## config.mk

```make
export PLATFORM = sky130hd
export DESIGN_NAME = tcdm_bank_arbiter_flat
export DESIGN_NICKNAME = d
export VERILOG_FILES = /design/src/rtl/tcdm_bank_arbiter_if.sv /design/src/rtl/tcdm_bank_arbiter.sv /design/src/flat_wrapper.sv
export SDC_FILE = /design/constraint.sdc
export NUM_CORES = 1
export LEC_CHECK = 0
export CORE_AREA = 2 2 121 123
export CTS_BUF_LIST = sky130_fd_sc_hd__clkbuf_4
export CTS_CLUSTER_SIZE = 25
export DETAILED_ROUTE_END_ITERATION = 8
export DIE_AREA = 0 0 123 125
export HOLD_SLACK_MARGIN = 0.1
export PLACE_DENSITY_LB_ADDON = 0.05
export SLEW_MARGIN = 0
export SYNTH_ARGS = -nofsm -noshare
export SYNTH_HDL_FRONTEND = slang
export SYNTH_SLANG_ARGS = --single-unit
```

## constraint.sdc

```tcl
create_clock -name clk_i -period 2.74 [get_ports clk_i]
set_input_delay 0.548 -clock clk_i [delete_from_list [all_inputs] [get_ports clk_i]]
set_output_delay 0.548 -clock clk_i [all_outputs]
set_load 0.02 [all_outputs]
```

## src/rtl/tcdm_bank_arbiter_if.sv

```systemverilog
// tcdm_bank_arbiter_if: requester-side bus and bank-side bus of one TCDM bank front end
// req/add/wen/be/data : packed per-requester request fields, requester k at slice k
// gnt/r_valid/r_data  : one-hot grant, one-hot response valid, broadcast read data
// bank_*              : single-ported bank interface, bank_r_data valid the cycle after a read
interface tcdm_bank_arbiter_if #(
  parameter int NB_REQ = 4,
  parameter int BANK_SIZE = 256,
  parameter int DATA_WIDTH = 32
);
  localparam int AW = $clog2(BANK_SIZE);
  localparam int BW = DATA_WIDTH / 8;
  logic [NB_REQ-1:0] req;
  logic [NB_REQ*AW-1:0] add;
  logic [NB_REQ-1:0] wen;
  logic [NB_REQ*BW-1:0] be;
  logic [NB_REQ*DATA_WIDTH-1:0] data;
  logic [NB_REQ-1:0] gnt;
  logic [NB_REQ-1:0] r_valid;
  logic [DATA_WIDTH-1:0] r_data;
  logic bank_req;
  logic [AW-1:0] bank_add;
  logic bank_wen;
  logic [BW-1:0] bank_be;
  logic [DATA_WIDTH-1:0] bank_data;
  logic [DATA_WIDTH-1:0] bank_r_data;
  modport slave (
    input req, add, wen, be, data, bank_r_data,
    output gnt, r_valid, r_data, bank_req, bank_add, bank_wen, bank_be, bank_data
  );
  modport master (
    output req, add, wen, be, data, bank_r_data,
    input gnt, r_valid, r_data, bank_req, bank_add, bank_wen, bank_be, bank_data
  );
endinterface

```

## src/rtl/tcdm_bank_arbiter.sv

```systemverilog
// tcdm_bank_arbiter: round-robin sharing of one TCDM bank among NB_REQ requesters, with zero-fill sequencer
// clk_i, rst_ni : clock, asynchronous active-low reset
// init_req_i    : pulse to start a zero-fill (ignored while one is running)
// init_busy_o   : high during zero-fill; init_done_o pulses in the first cycle after it
// bus           : requester and bank signals (slave modport)
module tcdm_bank_arbiter #(
  parameter int NB_REQ = 4,
  parameter int BANK_SIZE = 256,
  parameter int DATA_WIDTH = 32,
  parameter bit INIT_ON_RESET = 1'b1
) (
  input  logic clk_i,
  input  logic rst_ni,
  input  logic init_req_i,
  output logic init_busy_o,
  output logic init_done_o,
  tcdm_bank_arbiter_if.slave bus
);
  localparam int AW = $clog2(BANK_SIZE);
  localparam int BW = DATA_WIDTH / 8;
  localparam int IW = $clog2(NB_REQ);
  typedef enum logic {RUN, INIT} state_t;
  state_t state, next;
  logic [AW-1:0] cnt;
  logic [IW-1:0] rr_ptr, win, idx;
  logic hit, last, init;
  assign init = state == INIT;
  assign last = cnt == AW'(BANK_SIZE - 1);
  assign init_busy_o = init;
  assign bus.r_data = bus.bank_r_data;
  // descending scan so the requester closest to rr_ptr is the last one written
  always_comb begin
    win = '0;
    idx = '0;
    hit = 1'b0;
    for (int i = NB_REQ - 1; i >= 0; i--) begin
      idx = IW'((int'(rr_ptr) + i) % NB_REQ);
      if (bus.req[idx]) begin
        win = idx;
        hit = 1'b1;
      end
    end
  end
  always_ff @(posedge clk_i or negedge rst_ni)
    if (!rst_ni) state <= INIT_ON_RESET ? INIT : RUN;
    else state <= next;
  always_comb next = init ? (last ? RUN : INIT) : (init_req_i ? INIT : RUN);
  always_ff @(posedge clk_i or negedge rst_ni)
    if (!rst_ni) begin
      cnt <= '0;
      rr_ptr <= '0;
      bus.r_valid <= '0;
      init_done_o <= 1'b0;
    end else begin
      bus.r_valid <= bus.gnt;
      init_done_o <= init && last;
      if (init) cnt <= last ? '0 : cnt + 1'b1;
      if (!init && hit) rr_ptr <= (win == IW'(NB_REQ - 1)) ? '0 : win + 1'b1;
    end
  always_comb begin
    bus.gnt = (!init && hit) ? NB_REQ'(1) << win : '0;
    bus.bank_req = init || hit;
    bus.bank_add = init ? cnt : bus.add[win*AW +: AW];
    bus.bank_wen = init ? 1'b0 : bus.wen[win];
    bus.bank_be = init ? '1 : bus.be[win*BW +: BW];
    bus.bank_data = init ? '0 : bus.data[win*DATA_WIDTH +: DATA_WIDTH];
  end
endmodule

```

## src/flat_wrapper.sv

```systemverilog
// flat-port wrapper written by rule: the top's interface ports become plain ports
module tcdm_bank_arbiter_flat 
#(
  parameter int NB_REQ = 4,
  parameter int BANK_SIZE = 256,
  parameter int DATA_WIDTH = 32,
  parameter bit INIT_ON_RESET = 1'b1
)
  (clk_i, rst_ni, init_req_i, init_busy_o, init_done_o, bus_req, bus_add, bus_wen, bus_be, bus_data, bus_bank_r_data, bus_gnt, bus_r_valid, bus_r_data, bus_bank_req, bus_bank_add, bus_bank_wen, bus_bank_be, bus_bank_data);
  tcdm_bank_arbiter_if #(.NB_REQ(NB_REQ), .BANK_SIZE(BANK_SIZE), .DATA_WIDTH(DATA_WIDTH)) bus_i ();
  input  logic clk_i;
  input  logic rst_ni;
  input  logic init_req_i;
  output logic init_busy_o;
  output logic init_done_o;
  input wire logic [$bits(bus_i.req)-1:0] bus_req;
  input wire logic [$bits(bus_i.add)-1:0] bus_add;
  input wire logic [$bits(bus_i.wen)-1:0] bus_wen;
  input wire logic [$bits(bus_i.be)-1:0] bus_be;
  input wire logic [$bits(bus_i.data)-1:0] bus_data;
  input wire logic [$bits(bus_i.bank_r_data)-1:0] bus_bank_r_data;
  output wire logic [$bits(bus_i.gnt)-1:0] bus_gnt;
  output wire logic [$bits(bus_i.r_valid)-1:0] bus_r_valid;
  output wire logic [$bits(bus_i.r_data)-1:0] bus_r_data;
  output wire logic [$bits(bus_i.bank_req)-1:0] bus_bank_req;
  output wire logic [$bits(bus_i.bank_add)-1:0] bus_bank_add;
  output wire logic [$bits(bus_i.bank_wen)-1:0] bus_bank_wen;
  output wire logic [$bits(bus_i.bank_be)-1:0] bus_bank_be;
  output wire logic [$bits(bus_i.bank_data)-1:0] bus_bank_data;
  assign bus_i.req = bus_req;
  assign bus_i.add = bus_add;
  assign bus_i.wen = bus_wen;
  assign bus_i.be = bus_be;
  assign bus_i.data = bus_data;
  assign bus_i.bank_r_data = bus_bank_r_data;
  assign bus_gnt = bus_i.gnt;
  assign bus_r_valid = bus_i.r_valid;
  assign bus_r_data = bus_i.r_data;
  assign bus_bank_req = bus_i.bank_req;
  assign bus_bank_add = bus_i.bank_add;
  assign bus_bank_wen = bus_i.bank_wen;
  assign bus_bank_be = bus_i.bank_be;
  assign bus_bank_data = bus_i.bank_data;
  tcdm_bank_arbiter #(.NB_REQ(NB_REQ), .BANK_SIZE(BANK_SIZE), .DATA_WIDTH(DATA_WIDTH), .INIT_ON_RESET(INIT_ON_RESET)) u_core (.clk_i(clk_i), .rst_ni(rst_ni), .init_req_i(init_req_i), .init_busy_o(init_busy_o), .init_done_o(init_done_o), .bus(bus_i));
endmodule
```

After elaboration in Yosys (flattened, before gate mapping)
Cells that the tools add are included.

storage, ports and cells
  flip-flop bits (word level) = 16
  output and inout port bits = 88

cells by class
  add/subtract/negate cells = 5
  order comparisons = 5
  equal/unequal tests = 2
  shift-type cells = 4
  muxes and demuxes = 28
  reductions and logical operators = 4

operators with widths
  cell                 count
  $shiftx 128x8->32    1
  $mux 32              1
  $shiftx 32x6->8      1
  $mux 8               2
  $shiftx 16x5->4      1
  $lt 2x3->1 const B   5
  $mux 1               13
  $bmux 1 s2           5
  $mux 2               5
  $add 8x1->8 const B  1
  $eq 8x8->1 const B   1
  $mux 4               2
  $add 2x1->2 const B  2
  $add 2x2->2 const B  2
  $shl 1x2->4 const A  1
  $eq 2x2->1 const B   1
  $logic_and 1x1->1    2
  $logic_not 1->1      1
  $logic_or 1x1->1     1

Logic depth before layout (Yosys ltp)
  depth after elaboration = 10
  gate-level depth with buffers = 8
  gate-level depth less buffers = 6

Least setup slack after synthesis
OpenSTA, ideal clock, no wires.

  path type = in2out
  start point = input bus_req[2]
  end point = output bus_bank_data[17]
  data arrival time = 2082 ps
  slack = 110 ps
  stages = 7
  buffers on the path = 2
  cell sequence = mux2i_1 nor2_2 nor3_4 buf_2 buf_2 nand2_1 a311oi_1

on the way
  longest elaborated chain between the ends = 8
  elaborated cells on any way between the ends = 14
  those cells by class = 1 x shift; 13 x mux

RTL lines
  what                          RTL line                 source
  from (decl)                   flat_wrapper.sv:16       input wire logic [$bits(bus_i.req)-1:0] bus_req;
  $bmux 1 s2                    tcdm_bank_arbiter.sv:38  if (bus.req[idx]) begin
  $mux 1 (implied by the code)  tcdm_bank_arbiter.sv:38
  $mux 2 (3 in series)          tcdm_bank_arbiter.sv:38
  $mux 2 *                      tcdm_bank_arbiter.sv:38
  $shiftx 128x8->32 *           tcdm_bank_arbiter.sv:66  bus.bank_data = init ? '0 : bus.data[win*DATA_WIDTH +: DATA_WIDTH];
  $mux 32 *                     tcdm_bank_arbiter.sv:66
  to (decl)                     flat_wrapper.sv:29       output wire logic [$bits(bus_i.bank_data)-1:0] bus_bank_data;

Mark *: on every way between the ends. The rest lies on a longest branch, timed or not. The select of a mux whose other input is x is not followed.

Worst setup path after layout
  start point = register u_core.rr_ptr[1]
  end point = output bus_bank_wen

on the way
  longest elaborated chain between the ends = 10
  elaborated cells on any way between the ends = 18
  those cells by class = 3 x add/sub; 15 x mux

RTL lines
  what                            RTL line                 source
  from (decl)                     tcdm_bank_arbiter.sv:25  logic [IW-1:0] rr_ptr, win, idx;
  from (signal assigned)          tcdm_bank_arbiter.sv:58  if (!init && hit) rr_ptr <= (win == IW'(NB_REQ - 1)) ? '0 : win + 1'b1;
  $add 2x2->2                     tcdm_bank_arbiter.sv:37  idx = IW'((int'(rr_ptr) + i) % NB_REQ);
  $bmux 1 s2                      tcdm_bank_arbiter.sv:38
  $mux 1 (implied by the code)    tcdm_bank_arbiter.sv:38
  $mux 2 (3 in series)            tcdm_bank_arbiter.sv:38
  $mux 2 *                        tcdm_bank_arbiter.sv:38
  $bmux 1 s2 *                    tcdm_bank_arbiter.sv:64  bus.bank_wen = init ? 1'b0 : bus.wen[win];
  $mux 1 (implied by the code) *  tcdm_bank_arbiter.sv:64
  $mux 1 *                        tcdm_bank_arbiter.sv:64
  to (decl)                       flat_wrapper.sv:27       output wire logic [$bits(bus_i.bank_wen)-1:0] bus_bank_wen;

Marks and branches as above.

==> metrics <==
Initial Util=between 10% and 20%; die area=between 15000 and 20000 um^2; pin count of the biggest net entering global routing=26; syn_area_per_cell=between 7 and 8 um^2; wire per inst=20.32 um; # DRC=0; multiplexer share of the synthesized area=under 10%; outcome=finished with violations; Hold Path End=u_core.cnt[7]$_DFFE_PN0P_; final net count=between 800 and 900; Reg-to-Reg Start=u_core.rr_ptr[1]$_DFFE_PN0P_; ys async rst share=100.0%; Iter 0 DRT Violations=~140; Post-synth EDFFs=0; final cell count without fillers=802; CTS root buf=clkbuf_4; Synth-to-Final Area Change=155.9%; unrepaired setup endpoints after global routing=yes; via/cell ratio=between 4 and 5; cell taking the most area after synthesis=dfrtp_1; post-route core utilization=roughly 49%; row count=44; Post-Route Setup TNS=-2997 ps; Max VDD drop=roughly 0.18 mV; failing checks=setup timing; Layout fillers=around 1400; clk buf depth=2; CP Max Fanout=7; CTS tree=done; Placed Cells=about 770; max-cap check violation count=0; first-pass GRT wire length=roughly 24 mm; RePlAce Congestion=between 0.8 and 0.9; Placed Area=about 5500 um^2; most common cell in the netlist=nand2_1; met2 wire length=8.894 mm; synth top area cells=dfrtp_1 (14%), nor4b_1 (13%), a311oi_1 (11%); Worst Hold Launch=u_core.cnt[7]$_DFFE_PN0P_; dpl ws=-941.0 ps; register area=about 400 um^2; Achievable Freq=roughly 350 MHz; fin crit share=104.3%; GRT Residual Overflow=0; die width=123 um; clk_skew=about 3.9 ps; gr usage total=between 10% and 20%; Worst path most repeated cell=buf_12; crit path cell chain=mux2i_4, nor2_4, nor3_4, buf_6, clkinv_8, buf_12, buf_12, a211oi_4, a311oi_2, buf_4; Synth Area in XOR/XNOR=under 10%; WL met3=between 1 and 1.5 mm; top-area cell type share of the netlist area=around 14%; via count=roughly 4000; port bufs=242; crit path capture type=output port; Post-Syn Nets=a little under 600; clock-pin slew on the worst setup and hold paths=100 ps; Slew headroom=about 48%; max-slew violation count=0; Final Hold Vio Count=0; worst r2r dst=u_core.rr_ptr[1]$_DFFE_PN0P_; M1 WL=between 6 and 7 mm; hold-fix buffers at CTS=0; CP Data Arrival Time=between 2000 and 2500 ps; initial antenna violation count=0; Critical Path RT=approximately 2200 ps; clock buffer count from CTS=3; Reg2Reg Setup Slack=about 700 ps; Routed Antenna Nets=0; top cells by count, synth=nand2_1 (73), nor4b_1 (40), a211oi_1 (33), a311oi_1 (33), buf_4 (32); Largest stage delay, worst path=~450 ps; Crit Path Class=reg2out; Core Area=14200 um^2; CP Buf/Inv Count=5; worst hold path class=reg2reg; Tmin final=~2900 ps; actual slew at the worst max-slew pin=~780 ps; PwrDens=between 400 and 500 nW/um^2; worst skew pair latency=roughly 290 ps; Simple-Gate Fraction of Synth Area=roughly 29%; Static Leak=2.582 nW; CTS H-Tree Depth=1; worst hold stages=2; largest family of logic cells by synthesized area=simple AND/OR/NAND/NOR gates; sequential cell area fraction in the yosys report=between 10% and 20%; Worst path slowest cell=dfrtp_2; DRT Wirelength=roughly 16 mm; area occupied by multi-input gates=2894 um^2; Post-Synthesis Cells=370; hpwl dp=11.35 mm; kind of cell adding the most delay to the critical path=buffers and inverters; layout cells sized above 1=approximately 45%; vias in the first global route=4322; Compound-Gate Fraction of Synth Area=between 20 and 30%; num ports=slightly above 300; Synth cell types=36; final setup violation count=46; Worst R2R Path Depth=9; Post-Synth Adder-Cell Area=approximately 2.3%; most common flop cell mapped by yosys=dfrtp_1; n_diodes=0; DR pass1 iterations=4; Die Ht=between 100 and 150 um; post-synthesis register bit count=16; CTS sink cnt=16; Worst setup SP type=flip-flop; post-route cell area=a little under 7000 um^2; uppermost layer routed=met4; Synth Warn #=0; PnR worst setup slack=-119.1 ps; Post-Syn Area=between 2000 and 3000 um^2
[power by group]
group          internal (mW)  switching (mW)  total [mW]  leakage (nW)
clock                 0.0530          0.0810       0.134        0.0154
combinational           1.33            1.22        2.55          2.37
sequential             0.296          0.0649       0.361         0.200
[through the flow]
stage / hold slack [ps] / power [mW]
floorplan: 252.4 / 1.203
global placement: 481.4 / 1.938
detailed placement: 485.5 / 1.941
CTS: 509.7 / 2.779
global route: 554.2 / 3.223
finish: 509.7 / 3.041
[area by class of cell]
class	count	share of cell area, %
Tap cell	184	3.313
Inverter	11	0.8102
Sequential cell	16	5.852
Timing Repair inverter	1	0.1620
Clock buffer	3	0.3241
Timing Repair Buffer	316	47.84
Clock inverter	1	0.05402
Multi-Input combinational cell	270	41.65
[cell families after synthesis]
logic type      count (synthesis)
compound gates                 99
fa+ha+maj                       5
simple gates                  145
mux                            15
buf+inv                        85
flops                          16
xor+xnor                        5
[timing repair]
action	CTS	global route
endpoints found under the setup margin	50	49
gates resized for setup	440	83
cloned	10	3
pin swaps	61	32
buffers inserted	11	5
[routing by layer]
layer / track usage (%) / vias to the layer above
li1: - / 1882
met1: 21.97 / 1898
met2: 38.35 / 159
met3: 4.015 / 12
met5: 0 / -
met4: 3.209 / 0
[tightest hold or removal path, delay by kind of cell (launching register included)]
family           cells  cell delay [ps]
DFF                  1              380
and+or+nand+nor      2              100
[placed cells by master, fill, tap and decap left out, types with 7 or more instances in the layout]
master	n
clkdlybuf4s50_1	189
buf_4	72
nand2_1	49
a311oi_2	28
nor4b_2	23
a211oi_2	18
buf_12	17
nand2_2	16
buf_6	16
dfrtp_1	14
a211oi_4	13
mux2i_1	12
nor4b_1	11
inv_1	9
a221oi_2	8
nand2_4	8
nor2_1	7
a2111oi_4	7
buf_2	7
[flip-flops by register name (all words and copies together) (netlist names)]
register            flops
u_core.init_busy_o      1
u_core.cnt              8
u_core.init_done_o      1
u_core.bus.r_valid      4
u_core.rr_ptr           2
[worst max-delay path by stage]
stage	cells past startpoint	slack, ps	startpoint	endpoint
final	10	-120	u_core.rr_ptr[1]$_DFFE_PN0P_	bus_bank_wen
after global routing	10	-250	u_core.rr_ptr[1]$_DFFE_PN0P_	bus_bank_data[18]
after CTS	10	-110	u_core.rr_ptr[1]$_DFFE_PN0P_	bus_bank_data[8]
after detailed placement	8	-940	bus_req[3]	bus_bank_add[4]
after global placement	8	-950	bus_req[3]	bus_bank_add[4]
after floorplan	7	110	bus_req[2]	bus_bank_data[17]
Note: power is estimated with default switching activity, not from simulation.
